### src/rtl/hazard_scoreboard_if.sv
// ID-stage issue signals into the hazard scoreboard and the stall/forwarding
// controls it returns. Signal names match the block's pin names.
interface hazard_scoreboard_if;
    logic       ID_valid_i;
    logic [4:0] ID_RS1addr_i;
    logic [4:0] ID_RS2addr_i;
    logic       ID_RS1use_i;
    logic       ID_RS2use_i;
    logic [4:0] ID_RDaddr_i;
    logic       ID_RegWrite_i;
    logic       ID_MemRead_i;
    logic       ID_Mul_i;
    logic       Flush_i;
    logic       Stall_o;
    logic       Bubble_o;
    logic       MulBusy_o;
    logic       EX_MEM_RegWrite_o;
    logic [4:0] EX_MEM_RDaddr_o;
    logic       MEM_WB_RegWrite_o;
    logic [4:0] MEM_WB_RDaddr_o;

    // ID stage side: presents the instruction, consumes stall/forwarding info.
    modport master (
        output ID_valid_i, ID_RS1addr_i, ID_RS2addr_i, ID_RS1use_i, ID_RS2use_i,
               ID_RDaddr_i, ID_RegWrite_i, ID_MemRead_i, ID_Mul_i, Flush_i,
        input  Stall_o, Bubble_o, MulBusy_o, EX_MEM_RegWrite_o, EX_MEM_RDaddr_o,
               MEM_WB_RegWrite_o, MEM_WB_RDaddr_o
    );

    // Scoreboard side.
    modport slave (
        input  ID_valid_i, ID_RS1addr_i, ID_RS2addr_i, ID_RS1use_i, ID_RS2use_i,
               ID_RDaddr_i, ID_RegWrite_i, ID_MemRead_i, ID_Mul_i, Flush_i,
        output Stall_o, Bubble_o, MulBusy_o, EX_MEM_RegWrite_o, EX_MEM_RDaddr_o,
               MEM_WB_RegWrite_o, MEM_WB_RDaddr_o
    );
endinterface

### src/rtl/hazard_scoreboard.sv
// Hazard scoreboard: shadows the destination writes in EX/MEM/WB, detects
// load-use hazards, holds EX for multi-cycle MULs and drives the forwarding
// unit's EX/MEM and MEM/WB RegWrite/RDaddr pairs.
module hazard_scoreboard #(
    parameter int unsigned MUL_LATENCY = 3,
    parameter int unsigned CNT_W       = 4
) (
    input logic                clk_i,
    input logic                rst_i,
    hazard_scoreboard_if.slave bus
);

    typedef enum logic {StIdle, StBusy} stateT;

    // EX needs memRead for load-use detection; downstream only forwarding data matters.
    typedef struct packed {
        logic       valid;
        logic [4:0] rd;
        logic       regWrite;
        logic       memRead;
    } exEntryT;

    typedef struct packed {
        logic       valid;
        logic [4:0] rd;
        logic       regWrite;
    } fwdEntryT;

    localparam logic [CNT_W-1:0] MulLoad  = CNT_W'(MUL_LATENCY - 1);
    localparam logic [CNT_W-1:0] CntOne   = CNT_W'(1);
    localparam bit               MulMulti = (MUL_LATENCY > 1);

    stateT            state;
    logic [CNT_W-1:0] mulCnt;
    logic             mulBusy;
    exEntryT          exEntry;
    exEntryT          idEntry;
    fwdEntryT         memEntry;
    fwdEntryT         wbEntry;
    logic             loadUse;
    logic             stall;
    logic             bubble;
    logic             mulIssue;

    // Hazard detection, stall/bubble decode and the entry ID would push into EX.
    always_comb begin
        loadUse = exEntry.valid & exEntry.memRead & exEntry.regWrite & bus.ID_valid_i &
                  ((bus.ID_RS1use_i & (bus.ID_RS1addr_i == exEntry.rd)) |
                   (bus.ID_RS2use_i & (bus.ID_RS2addr_i == exEntry.rd)));
        stall  = 1'b0;
        bubble = 1'b0;
        if (rst_i) begin
            stall  = 1'b0;
            bubble = 1'b0;
        end else if (state == StBusy) begin
            // ID is frozen; any flush is re-presented once the MUL drains.
            stall  = 1'b1;
            bubble = 1'b0;
        end else begin
            stall  = loadUse & ~bus.Flush_i;
            bubble = loadUse | bus.Flush_i;
        end
        idEntry = '0;
        if (bus.ID_valid_i && !bubble) begin
            idEntry.valid    = 1'b1;
            idEntry.rd       = bus.ID_RDaddr_i;
            // x0 is never a real producer, so never let it forward or interlock.
            idEntry.regWrite = bus.ID_RegWrite_i & (bus.ID_RDaddr_i != 5'd0);
            idEntry.memRead  = bus.ID_MemRead_i;
        end
        mulIssue = idEntry.valid & bus.ID_Mul_i;
    end

    // Multiplier FSM and shadow pipeline advance.
    always_ff @(posedge clk_i or posedge rst_i) begin
        if (rst_i) begin
            state    <= StIdle;
            mulCnt   <= '0;
            mulBusy  <= 1'b0;
            exEntry  <= '0;
            memEntry <= '0;
            wbEntry  <= '0;
        end else begin
            unique case (state)
                StIdle: begin
                    wbEntry  <= memEntry;
                    memEntry <= fwdEntryT'({exEntry.valid, exEntry.rd, exEntry.regWrite});
                    exEntry  <= idEntry;
                    if (mulIssue && MulMulti) begin
                        state   <= StBusy;
                        mulCnt  <= MulLoad;
                        mulBusy <= 1'b1;
                    end
                end
                StBusy: begin
                    // EX holds the MUL; MEM fills with bubbles while WB drains.
                    wbEntry  <= memEntry;
                    memEntry <= '0;
                    if (mulCnt <= CntOne) begin
                        state   <= StIdle;
                        mulCnt  <= '0;
                        mulBusy <= 1'b0;
                    end else begin
                        mulCnt <= mulCnt - CntOne;
                    end
                end
            endcase
        end
    end

    assign bus.Stall_o           = stall;
    assign bus.Bubble_o          = bubble;
    assign bus.MulBusy_o         = mulBusy;
    assign bus.EX_MEM_RegWrite_o = memEntry.valid & memEntry.regWrite;
    assign bus.EX_MEM_RDaddr_o   = memEntry.rd;
    assign bus.MEM_WB_RegWrite_o = wbEntry.valid & wbEntry.regWrite;
    assign bus.MEM_WB_RDaddr_o   = wbEntry.rd;

endmodule

### src/flat_wrapper.sv
// flat-port wrapper written by rule: the top's interface ports become plain ports
module hazard_scoreboard_flat 
#(
    parameter int unsigned MUL_LATENCY = 3,
    parameter int unsigned CNT_W       = 4
)
  (clk_i, rst_i, bus_ID_valid_i, bus_ID_RS1addr_i, bus_ID_RS2addr_i, bus_ID_RS1use_i, bus_ID_RS2use_i, bus_ID_RDaddr_i, bus_ID_RegWrite_i, bus_ID_MemRead_i, bus_ID_Mul_i, bus_Flush_i, bus_Stall_o, bus_Bubble_o, bus_MulBusy_o, bus_EX_MEM_RegWrite_o, bus_EX_MEM_RDaddr_o, bus_MEM_WB_RegWrite_o, bus_MEM_WB_RDaddr_o);
  hazard_scoreboard_if bus_i ();
  input logic clk_i;
  input logic rst_i;
  input wire logic [$bits(bus_i.ID_valid_i)-1:0] bus_ID_valid_i;
  input wire logic [$bits(bus_i.ID_RS1addr_i)-1:0] bus_ID_RS1addr_i;
  input wire logic [$bits(bus_i.ID_RS2addr_i)-1:0] bus_ID_RS2addr_i;
  input wire logic [$bits(bus_i.ID_RS1use_i)-1:0] bus_ID_RS1use_i;
  input wire logic [$bits(bus_i.ID_RS2use_i)-1:0] bus_ID_RS2use_i;
  input wire logic [$bits(bus_i.ID_RDaddr_i)-1:0] bus_ID_RDaddr_i;
  input wire logic [$bits(bus_i.ID_RegWrite_i)-1:0] bus_ID_RegWrite_i;
  input wire logic [$bits(bus_i.ID_MemRead_i)-1:0] bus_ID_MemRead_i;
  input wire logic [$bits(bus_i.ID_Mul_i)-1:0] bus_ID_Mul_i;
  input wire logic [$bits(bus_i.Flush_i)-1:0] bus_Flush_i;
  output wire logic [$bits(bus_i.Stall_o)-1:0] bus_Stall_o;
  output wire logic [$bits(bus_i.Bubble_o)-1:0] bus_Bubble_o;
  output wire logic [$bits(bus_i.MulBusy_o)-1:0] bus_MulBusy_o;
  output wire logic [$bits(bus_i.EX_MEM_RegWrite_o)-1:0] bus_EX_MEM_RegWrite_o;
  output wire logic [$bits(bus_i.EX_MEM_RDaddr_o)-1:0] bus_EX_MEM_RDaddr_o;
  output wire logic [$bits(bus_i.MEM_WB_RegWrite_o)-1:0] bus_MEM_WB_RegWrite_o;
  output wire logic [$bits(bus_i.MEM_WB_RDaddr_o)-1:0] bus_MEM_WB_RDaddr_o;
  assign bus_i.ID_valid_i = bus_ID_valid_i;
  assign bus_i.ID_RS1addr_i = bus_ID_RS1addr_i;
  assign bus_i.ID_RS2addr_i = bus_ID_RS2addr_i;
  assign bus_i.ID_RS1use_i = bus_ID_RS1use_i;
  assign bus_i.ID_RS2use_i = bus_ID_RS2use_i;
  assign bus_i.ID_RDaddr_i = bus_ID_RDaddr_i;
  assign bus_i.ID_RegWrite_i = bus_ID_RegWrite_i;
  assign bus_i.ID_MemRead_i = bus_ID_MemRead_i;
  assign bus_i.ID_Mul_i = bus_ID_Mul_i;
  assign bus_i.Flush_i = bus_Flush_i;
  assign bus_Stall_o = bus_i.Stall_o;
  assign bus_Bubble_o = bus_i.Bubble_o;
  assign bus_MulBusy_o = bus_i.MulBusy_o;
  assign bus_EX_MEM_RegWrite_o = bus_i.EX_MEM_RegWrite_o;
  assign bus_EX_MEM_RDaddr_o = bus_i.EX_MEM_RDaddr_o;
  assign bus_MEM_WB_RegWrite_o = bus_i.MEM_WB_RegWrite_o;
  assign bus_MEM_WB_RDaddr_o = bus_i.MEM_WB_RDaddr_o;
  hazard_scoreboard #(.MUL_LATENCY(MUL_LATENCY), .CNT_W(CNT_W)) u_core (.clk_i(clk_i), .rst_i(rst_i), .bus(bus_i));
endmodule
### config.mk
export PLATFORM = sky130hd
export DESIGN_NAME = hazard_scoreboard_flat
export DESIGN_NICKNAME = d
export VERILOG_FILES = /design/src/rtl/hazard_scoreboard_if.sv /design/src/rtl/hazard_scoreboard.sv /design/src/flat_wrapper.sv
export SDC_FILE = /design/constraint.sdc
export NUM_CORES = 1
export LEC_CHECK = 0
export BUFFER_PORTS_ARGS = -buffer_cell sky130_fd_sc_hd__buf_2
export CORE_UTILIZATION = 54
export DETAILED_ROUTE_END_ITERATION = 12
export PLACE_DENSITY_LB_ADDON = 0.12
export SETUP_SLACK_MARGIN = 0.3
export SLEW_MARGIN = 40
export SYNTH_ARGS = -nofsm -noshare
export SYNTH_HDL_FRONTEND = slang
export SYNTH_SLANG_ARGS = --single-unit
### constraint.sdc
create_clock -name clk_i -period 4.6 [get_ports clk_i]
set_input_delay 0.92 -clock clk_i [delete_from_list [all_inputs] [get_ports clk_i]]
set_output_delay 0.92 -clock clk_i [all_outputs]
set_load 0.005 [all_outputs]
Yosys cells after proc, flatten, opt, wreduce, memory -nomap -nowiden. Cells that the tools add are included.

Flip-flop bits (word level): 28. Logic and storage cells: 53. Input bits: 24. Output and inout bits: 15.

Add/subtract/negate cells: 1. Reductions and logical operators: 4. Magnitude comparators: 1. Mux-type cells: 15. Equality and inequality tests: 4. Bitwise gates (word level): 15.

Operators with widths (count): 7-bit case mux with 2 select lines (1); 1-bit AND (11); 5-bit == test (2); 1-bit 2-to-1 mux (8); 4-bit 2-to-1 mux (2); 8-bit 2-to-1 mux (1); 4-bit case mux with 2 select lines (1); 5-bit nonzero test (1); 4-bit by 1-bit less-or-equal comparator with 1-bit output, second input constant (1); 1-bit case mux with 2 select lines (2); 4-bit by 1-bit subtractor with 4-bit output, second input constant (1); 2-bit by 1-bit != test with 1-bit output, second input constant (1); 2-bit != test, second input constant (1); 1-bit NOT (2); 1-bit OR (2); 2-bit AND reduction (1); 1-bit logical AND (1); 1-bit logical NOT (1).

Longest topological paths before layout. Gate-level depths: netlist of the first run.

Word-level depth: 13. Gate-level depth with buffers: 7. Depth with buffers taken out: 7.

Least setup slack after synthesis of the first run. No wires, ideal clock.

Path type: input port to output port. Start: input bus_ID_RS2addr_i[3]. End: output bus_Bubble_o. Stages: 5. Data required time: 3680 ps. Data arrival time: 1607 ps. Path slack: 2073 ps. Buffers on the path: 0. Path through: xnor2_1 > nand4_1 > o22ai_2 > a21oi_1 > nor2_1.

Word-level cells in the longest chain between the ends: 7.

Ends and longest elaborated chain: start, declared (RTL line flat_wrapper.sv:13) `input wire logic [$bits(bus_i.ID_RS2addr_i)-1:0] bus_ID_RS2addr_i;`; 5-bit == test (RTL line hazard_scoreboard.sv:49) `(bus.ID_RS2use_i & (bus.ID_RS2addr_i == exEntry.rd)));`; 1-bit AND (RTL line hazard_scoreboard.sv:49); 1-bit OR (RTL line hazard_scoreboard.sv:48) `((bus.ID_RS1use_i & (bus.ID_RS1addr_i == exEntry.rd)) |`; 1-bit AND (RTL line hazard_scoreboard.sv:47) `loadUse = exEntry.valid & exEntry.memRead & exEntry.regWrite & bus.ID_valid_i &`; 1-bit OR (RTL line hazard_scoreboard.sv:61) `bubble = loadUse | bus.Flush_i;`; 1-bit 2-to-1 mux (RTL line hazard_scoreboard.sv:55) `end else if (state == StBusy) begin`; 1-bit 2-to-1 mux (RTL line hazard_scoreboard.sv:52) `if (rst_i) begin`; end, declared (RTL line flat_wrapper.sv:22) `output wire logic [$bits(bus_i.Bubble_o)-1:0] bus_Bubble_o;`.

No other way between the ends.

Worst setup path in the final report of the first run. Same ends and word-level chain as after synthesis.

==> results of run 1 <==
## critical path, delay by kind of cell
kind / cells / cell delay [ns]
AOI/OAI and AO/OA: 2 / 0.40
buffers and inverters: 2 / 0.24
xor gates and xnor gates: 1 / 0.16
and+or+nand+nor: 2 / 0.23
## flip-flops by register name (all words and copies together) (netlist names)
signal and cells:
u_core.bus.EX_MEM_RDaddr_o 5, u_core.bus.MEM_WB_RDaddr_o 5, u_core.bus.MulBusy_o 1, u_core.exEntry 8, u_core.memEntry 2, u_core.mulCnt 4
u_core.state 1, u_core.wbEntry 2
## stage by stage
step	instances	hold slack (ns)	worst slack, ns	area, um^2
after global placement	171	0.348	1.81	1460
final	175	0.385	1.73	1500
after detailed placement	171	0.356	1.72	1460
after CTS	175	0.388	1.72	1500
after global routing	175	0.401	1.63	1500
after floorplan	119	0.346	2.07	1330
## cells in the mapped netlist (all sizes together)
cell type,n,share of area
a211oi,1,0.015
a21oi,5,0.019
a22o,1,0.0066
a31o,8,0.053
a31oi,3,0.014
a32o,1,0.0085
and2,8,0.038
buf,11,0.065
clkbuf,3,0.0085
dfrtp,28,0.53
ha,2,0.019
inv,5,0.014
mux2,1,0.0085
nand2,4,0.011
nand4,3,0.019
nor2,7,0.020
nor2b,8,0.039
nor3,2,0.0075
nor3b,1,0.0056
o21a,1,0.0056
o21ai,3,0.011
o22ai,1,0.0094
or4,2,0.011
xnor2,10,0.066
## cell usage in the layout (no fill, tap or decap), types with 3 or more instances in the layout
| master | Yosys | final |
|---|---|---|
| clkbuf_4 | 0 | 3 |
| nor2_1 | 7 | 7 |
| xnor2_1 | 10 | 10 |
| buf_2 | 0 | 38 |
| nand2_1 | 4 | 4 |
| and2_1 | 7 | 7 |
| nor2b_1 | 7 | 7 |
| inv_1 | 4 | 3 |
| a21oi_1 | 5 | 5 |
| a31o_1 | 8 | 8 |
| dfrtp_1 | 28 | 28 |
| o21ai_0 | 3 | 3 |
| a31oi_1 | 3 | 3 |
## power groups by stage
stage               clock network [mW]  registers [mW]  logic [mW]
finish                           0.117           0.401       0.251
detailed placement                   0           0.407       0.254
global placement                     0           0.406       0.241
floorplan                            0           0.376       0.232
CTS                              0.121           0.402       0.255
global route                     0.127           0.417       0.285
## worst max path at each step
stage,end,slack (ns),depth (start not counted)
6_report,bus_Bubble_o,1.73,7
5_1_grt,bus_Stall_o,1.63,7
4_1_cts,bus_Bubble_o,1.72,7
3_5_place_dp,bus_Bubble_o,1.72,7
3_3_place_gp,bus_Stall_o,1.81,7
2_1_floorplan,bus_Bubble_o,2.07,5
## layer usage
layer,track usage,vias to the layer above,part of all wire
li1,-,455,-
met1,0.263,461,0.45
met2,0.344,24,0.51
met3,0.0263,2,0.037
met4,0.0901,0,0.0074
met5,0,-,0
## final cells by class
class | count | area [um^2]
Inverter | 5 | 18.8
Fill cell | 196 | 779
Multi-Input combinational cell | 72 | 515
Tap cell | 28 | 35.0
Sequential cell | 28 | 701
Clock buffer | 4 | 36.3
Timing Repair Buffer | 38 | 190
## logic make-up (layout without fill, tap and decap cells)
| group | after synthesis | in the layout | share of synthesized area |
|---|---|---|---|
| buffers and inverters | 19 | 47 | 0.0873 |
| flip-flops | 28 | 28 | 0.526 |
| AND/OR/NAND/NOR | 35 | 35 | 0.152 |
| adder cells (fa/ha/maj) | 2 | 2 | 0.0188 |
| multiplexers | 1 | 1 | 0.00845 |
| AO/OA/AOI/OAI | 24 | 24 | 0.142 |
| XOR/XNOR | 10 | 10 | 0.0657 |
==> flow_summary.toml, run 1 <==
[run_status]
status = "finished clean"

[worst_setup_path]
worstReg2RegStart = "u_core.state$_DFF_PP0_"
crit_top_cell = "buf_2"
cp_data_arrival_time_ns = 1.95
reg2reg_slack_ns = 2.52
start_kind = "input pin"
r2r_cells = 5
worst-path-max-fanout = 3
cp-end-kind = "primary output"
crit_type = "in -> out"
path_cells = "buf_2 -> xnor2_1 -> nand4_1 -> o22ai_2 -> a21oi_1 -> nor2_1 -> buf_2"
crit_slowest_cell = "o22ai_2"
startpoint = "bus_ID_RS2addr_i[3]"
critical_path.max_stage_delay_ns = 0.29
reg2reg_to = "u_core.mulCnt[3]$_DFFE_PP0P_"
crit_required_ns = 3.68

[grt]
grt_pass1_wl_um = 3960
track_usage = 0.205
grt_overflow_total = 0
antenna_found_initial = 0
grt_max_degree = 29
grt_pass1_vias = 919

[floorplan]
dieHeight_um = 51.7
num_rows = 17
core_area_mm2 = 0.00228
top_level_ports = 39
die_x_um = 51.7
start_util = 0.585
die_area_mm2 = 0.00267

[logic_synthesis]
yosys_warnings = 0
syn-num-nets = 145
synthCells = 119
netlist_area_mm2 = 0.00133
ys_ff_latch = 28
syn_avg_cell_area_um2 = 11.2
synth_seq_area_share = 0.526
synthDistinctLibCells = 29

[sta]
tightest_slew_ns = 0.668
slew_headroom = 0.555
finalHoldViolations = 0
max_freq_mhz = 348
fin_crit_sh = 0.624
tns_ns = 0
finClkSkew_ns = 0.00845
finalMaxSlewViolations = 0
setup_viol = 0
period_needed_ns = 2.87
rsz0062_at_grt = "no"

[cts]
post-cts-setup-buffers = 0
clk_pin_slew_ns = 0.14
hold_buffers = 0
cts_root_buf = "clkbuf_4"
clkLatencyLatePin_ns = 0.32
cts_buffer_depth = 2
ctsResizeCount = 0
tritoncts = "yes"
numCtsBuffers = 3
cts.sinks = 28
htreeDepth = 1

[finish]
drive_above_1_share = 0.347
nets = 174
area_delta_synth_final_pct = 12.3
antenna-diode-count = 0
fin_util = 0.658

[power_and_ir_drop]
worst_ir_drop_vdd_mv = 0.298
pwr-share-clk = 0.152
power_density_mw_per_mm2 = 513
power.switching_mw = 0.261
p_seq_frac = 0.522
p_comb_frac = 0.326
p_sw_frac = 0.340
finalPower_mw = 0.768
p_leak_nw = 0.746
p_int_mw = 0.507

[drt]
ant_nets = 0
vias_per_cell = 5.38
firstDrtPassIters = 4
wl_per_cell_um = 13.1
drtIter0Drc = 14
num_vias = 942
wirelength_um = 2300
drc_errors = 0

[placement]
dp_hpwl_um = 1730
io_buffers = 38
place_congestion = 0.697

[flow_run]
drv_cap = 0

[min_path]
hold_class = "reg -> reg"
hold_end = "u_core.wbEntry[6]$_DFF_PP0_"
worst_hold_startpoint = "u_core.memEntry[6]$_DFF_PP0_"
holdPathStages = 0
Power figures use the tool's default switching activity.
==> run 2, diff against run 1 <==
Settings changed: CORE_UTILIZATION 54 to 45.
Clock period 4.6 ns to 2.4 ns, I/O delays scaled along.
==> flow_summary.toml, run 2 (same netlist as run 1, synthesis figures left out) <==
[placement]
io_buffers = 38
dp_cells = 176
place_congestion = 0.719
dp_hpwl_um = 1720

[grt]
grt_max_degree = 23
grt_pass1_wl_um = 3880
track_usage = 0.161
grt_overflow_total = 0
antenna_found_initial = 0
grt_pass1_vias = 871

[worst_setup_path]
crit_required_ns = 1.92
cp-end-kind = "primary output"
start_kind = "register"
startpoint = "u_core.exEntry[6]$_DFFE_PP0N_"
crit_type = "reg -> out"
worstReg2RegStart = "u_core.exEntry[6]$_DFFE_PP0N_"
cp_data_arrival_time_ns = 1.63
worst-path-max-fanout = 3

[cts]
numCtsBuffers = 3
tritoncts = "yes"
clkLatencyLatePin_ns = 0.32
cts.sinks = 28
htreeDepth = 1
cts_buffer_depth = 2
cts_root_buf = "clkbuf_4"
clk_pin_slew_ns = 0.14

[sta]
fin_crit_sh = 0.880
setup_viol = 0
tightest_slew_ns = 0.594
tns_ns = 0
max_freq_mhz = 474
slew_headroom = 0.603
finalHoldViolations = 0
finalMaxSlewViolations = 0
period_needed_ns = 2.11
finClkSkew_ns = 0.00263
rsz0062_at_grt = "yes"

[finish]
regMostFlops = "u_core.exEntry"
antenna-diode-count = 0
largest_reg_flops = 8
area_delta_synth_final_pct = 17.2
fillers = 257
final_common_cell = "buf_2"
nets = 179
layout_common_cells = "buf_2 (38), dfrtp_1 (27), xnor2_1 (9)"
drive_above_1_share = 0.388
fin_cells = 183

[power_and_ir_drop]
p_int_mw = 1.00
finalPower_mw = 1.52
p_sw_frac = 0.340
p_seq_frac = 0.482
power.switching_mw = 0.517
power_density_mw_per_mm2 = 974
pwr-share-clk = 0.146
worst_ir_drop_vdd_mv = 0.655
p_comb_frac = 0.372
p_leak_nw = 0.776

[drt]
routedLengthMet1_um = 1030
top_layer = "met4"
wl_per_cell_um = 12.9
ant_nets = 0
firstDrtPassIters = 4
vias_per_cell = 5.16
wl_met3_um = 139
wl_met2_um = 1180
wirelength_um = 2360
drc_errors = 0
num_vias = 945
drtIter0Drc = 19

[floorplan]
start_util = 0.479
core_area_mm2 = 0.00278
die_area_mm2 = 0.00318
top_level_ports = 39
num_rows = 19
die_x_um = 56.4
dieHeight_um = 56.4

[run_status]
status = "finished clean"

[flow_run]
drv_cap = 0

[min_path]
hold_class = "in -> async"
run 2: changes by cell type in the layout (fill, tap and decap cells not counted), sizes merged:
cell / before / now
buf: 38 / 43
run 2: worst max-delay path, stage by stage, from the launching register on:
cell	delay (ns)
dfrtp_2	0.47
xnor2_1	0.14
nand4_1	0.16
o22ai_4	0.26
a21oi_2	0.08
nor2_1	0.09
buf_2	0.11
run 2: path summary, 6_finish.rpt:
path                                                     to  cells past startpoint  slack (ns)
setup / recovery                               bus_Bubble_o                      6        0.29
hold / removal                       u_core.state$_DFF_PP0_                      2         0.1
setup reg to reg           u_core.bus.MulBusy_o$_DFFE_PP0P_                      6        0.53
hold reg to reg                 u_core.wbEntry[0]$_DFF_PP0_                      0        0.39
max in group asynchronous     u_core.exEntry[6]$_DFFE_PP0N_                      3        1.74
min in group clk_i              u_core.wbEntry[0]$_DFF_PP0_                      0        0.39
run 2: final cells by class:
class / instances / area (um^2) / share of cell area
clock buffer: 4 / 36.3 / 0.0232
inverter: 5 / 18.8 / 0.0120
multi-input combinational: 72 / 538 / 0.345
sequential: 28 / 702 / 0.450
tap: 31 / 38.8 / 0.0248
timing repair buffer: 43 / 228 / 0.146
run 2: power groups by stage:
| stage | clock, mW | combinational (mW) | sequential [mW] |
|---|---|---|---|
| 4_1_cts | 0.228 | 0.565 | 0.732 |
| 2_1_floorplan | 0 | 0.445 | 0.720 |
| 5_1_grt | 0.246 | 0.639 | 0.755 |
| 3_5_place_dp | 0 | 0.539 | 0.744 |
| 6_report | 0.222 | 0.566 | 0.732 |
| 3_3_place_gp | 0 | 0.531 | 0.732 |
run 2: repair_timing:
| action | in CTS | in global routing |
|---|---|---|
| pin swaps | 6 | 4 |
| buffers inserted | 3 | 0 |
| cloned | 0 | 0 |
| hold buffers | 0 | 0 |
| gates resized for setup | 1 | 4 |
| setup endpoints to repair | 2 | 2 |
run 2: stage by stage:
| step | utilization | hold WS, ns | setup slack, ns | cell area, um^2 |
|---|---|---|---|---|
| after CTS | 0.556 | 0.0958 | 0.302 | 1550 |
| final | 0.561 | 0.0985 | 0.288 | 1560 |
| after detailed placement | 0.532 | 0.355 | 0.449 | 1480 |
| after global routing | 0.561 | 0.105 | 0.192 | 1560 |
| after floorplan | - | 0.346 | 0.753 | 1330 |
| after global placement | 0.532 | 0.349 | 0.476 | 1480 |
run 2: metal layers:
layer  global-route usage  up-vias
li1                     -      464
met1                0.195      449
met2                0.281       30
met3               0.0530        2
met4               0.0314        0
met5                    0        -
==> run 3, diff against run 2 <==
Settings changed: CORE_MARGIN set to 10, SKIP_LAST_GASP set to 1.
Clock period 2.4 ns to 1.8 ns, I/O delays scaled along.
==> flow_summary.toml, run 3 (same netlist as run 1, synthesis figures left out) <==
[run_status]
status = "finished, violations left"
violations = "negative hold slack, negative setup slack"

[grt]
grt_max_degree = 23
grt_pass1_wl_um = 4370
grt_pass1_vias = 939
antenna_found_initial = 0
track_usage = 0.103
grt_overflow_total = 0

[worst_setup_path]
crit_type = "reg -> out"
critical_path.max_stage_delay_ns = 0.47
start_kind = "register"
cp_data_arrival_time_ns = 1.62
reg2reg_to = "u_core.exEntry[7]$_DFFE_PP0N_"
reg2reg_slack_ns = 0
crit_required_ns = 1.44
r2r_cells = 8
cp-end-kind = "primary output"
worst-path-max-fanout = 4
worstReg2RegStart = "u_core.exEntry[6]$_DFFE_PP0N_"
crit_slowest_cell = "dfrtp_1"
path_cells = "xnor2_1 -> nand4_1 -> o22ai_2 -> a21oi_1 -> nor2_1 -> buf_2"

[power_and_ir_drop]
worst_ir_drop_vdd_mv = 0.607
power_density_mw_per_mm2 = 1320
p_leak_nw = 0.823

[placement]
dp_cells = 178
place_congestion = 0.765
placed_cell_area_mm2 = 0.00149
post-place-ws_ns = 0.0806
dp_hpwl_um = 2120
io_buffers = 38

[floorplan]
die_area_mm2 = 0.00554
num_rows = 19
dieHeight_um = 74.4
top_level_ports = 39
die_x_um = 74.4
core_area_mm2 = 0.00281
start_util = 0.475

[cts]
cts.sinks = 28
htreeDepth = 1
clk_pin_slew_ns = 0.14
tritoncts = "yes"
clkLatencyLatePin_ns = 0.34
cts_root_buf = "clkbuf_4"
cts_buffer_depth = 2
numCtsBuffers = 3

[sta]
tns_ns = -0.327
finalHoldViolations = 6
hold_slack_ns = -0.00131
setup_viol = 2
rsz0062_at_grt = "yes"
period_needed_ns = 1.98
max_freq_mhz = 506
layout_setup_ws_ns = -0.176
finalMaxSlewViolations = 0
finClkSkew_ns = 0.00890
tightest_slew_ns = 0.510
fin_crit_sh = 1.10
slew_headroom = 0.657

[finish]
final_common_cell = "buf_2"
largest_reg_flops = 8
area_delta_synth_final_pct = 23.3
antenna-diode-count = 0
regMostFlops = "u_core.exEntry"
fin_cells = 189
layout_common_cells = "buf_2 (38), dfrtp_1 (27), xnor2_1 (10)"
fin_area_mm2 = 0.00164
drive_above_1_share = 0.386
nets = 185

[drt]
drc_errors = 0
ant_nets = 0
wirelength_um = 2860
firstDrtPassIters = 4
wl_per_cell_um = 15.1
vias_per_cell = 5.14
num_vias = 971
drtIter0Drc = 41

[min_path]
hold_class = "in -> async"

[flow_run]
drv_cap = 0
==> run 3: worst max path at each step <==
| stage | start | end | slack [ns] | depth (start not counted) |
|---|---|---|---|---|
| after detailed placement | bus_ID_RS2addr_i[0] | u_core.bus.MulBusy_o$_DFFE_PP0P_ | 0.08 | 6 |
| after CTS | u_core.exEntry[2]$_DFFE_PP0N_ | bus_Bubble_o | -0.19 | 6 |
| final | u_core.exEntry[6]$_DFFE_PP0N_ | bus_Bubble_o | -0.18 | 6 |
| after global placement | bus_ID_RS2addr_i[0] | bus_Bubble_o | 0.1 | 7 |
| after floorplan | u_core.exEntry[5]$_DFFE_PP0N_ | u_core.state$_DFF_PP0_ | 0.32 | 6 |
| after global routing | u_core.exEntry[5]$_DFFE_PP0N_ | bus_Bubble_o | -0.29 | 6 |
==> run 3: power breakdown <==
| part | leakage, nW | total (mW) | internal [mW] | switching [mW] |
|---|---|---|---|---|
| Combinational | 0.430 | 0.779 | 0.400 | 0.379 |
| Sequential | 0.365 | 0.976 | 0.838 | 0.139 |
| Clock | 0.0279 | 0.408 | 0.226 | 0.182 |
| Total | 0.823 | 2.16 | 1.46 | 0.701 |
==> run 3: what timing repair did <==
action                     CTS  global route
pin swaps                   19             0
resized for setup            3             1
hold endpoints to repair     1             0
gates cloned                 1             0
setup buffers                5             0
setup endpoints to repair   16            16
hold buffers                 1             0
==> run 3: metrics by stage <==
step	power (mW)	util	hold WS, ns
2_1_floorplan	1.55	-	0.346
5_1_grt	2.31	0.586	0.0289
3_3_place_gp	1.72	0.533	0.351
6_report	2.16	0.586	-0.00131
3_5_place_dp	1.73	0.533	0.355
4_1_cts	2.19	0.585	0.00333
==> run 3: layout make-up <==
cell class,instances,area [um^2]
multi-input combinational,72,519
clock inverter,1,30.0
timing repair buffer,49,312
clock buffer,3,22.5
inverter,5,18.8
sequential,28,702
tap,31,38.8
fill,247,1160
==> run 3: routing by layer <==
layer	GRT usage	share of wire
met1	0.123	0.43
met2	0.159	0.46
met3	0.0492	0.097
met4	0.0378	0.0087
met5	0	0
==> run 3: critical path, delay by kind of cell, from the launching register on <==
family | cells | cell delay, ns
compound gates | 2 | 0.31
xor+xnor | 1 | 0.16
buf+inv | 1 | 0.13
simple gates | 2 | 0.22
flops | 1 | 0.47
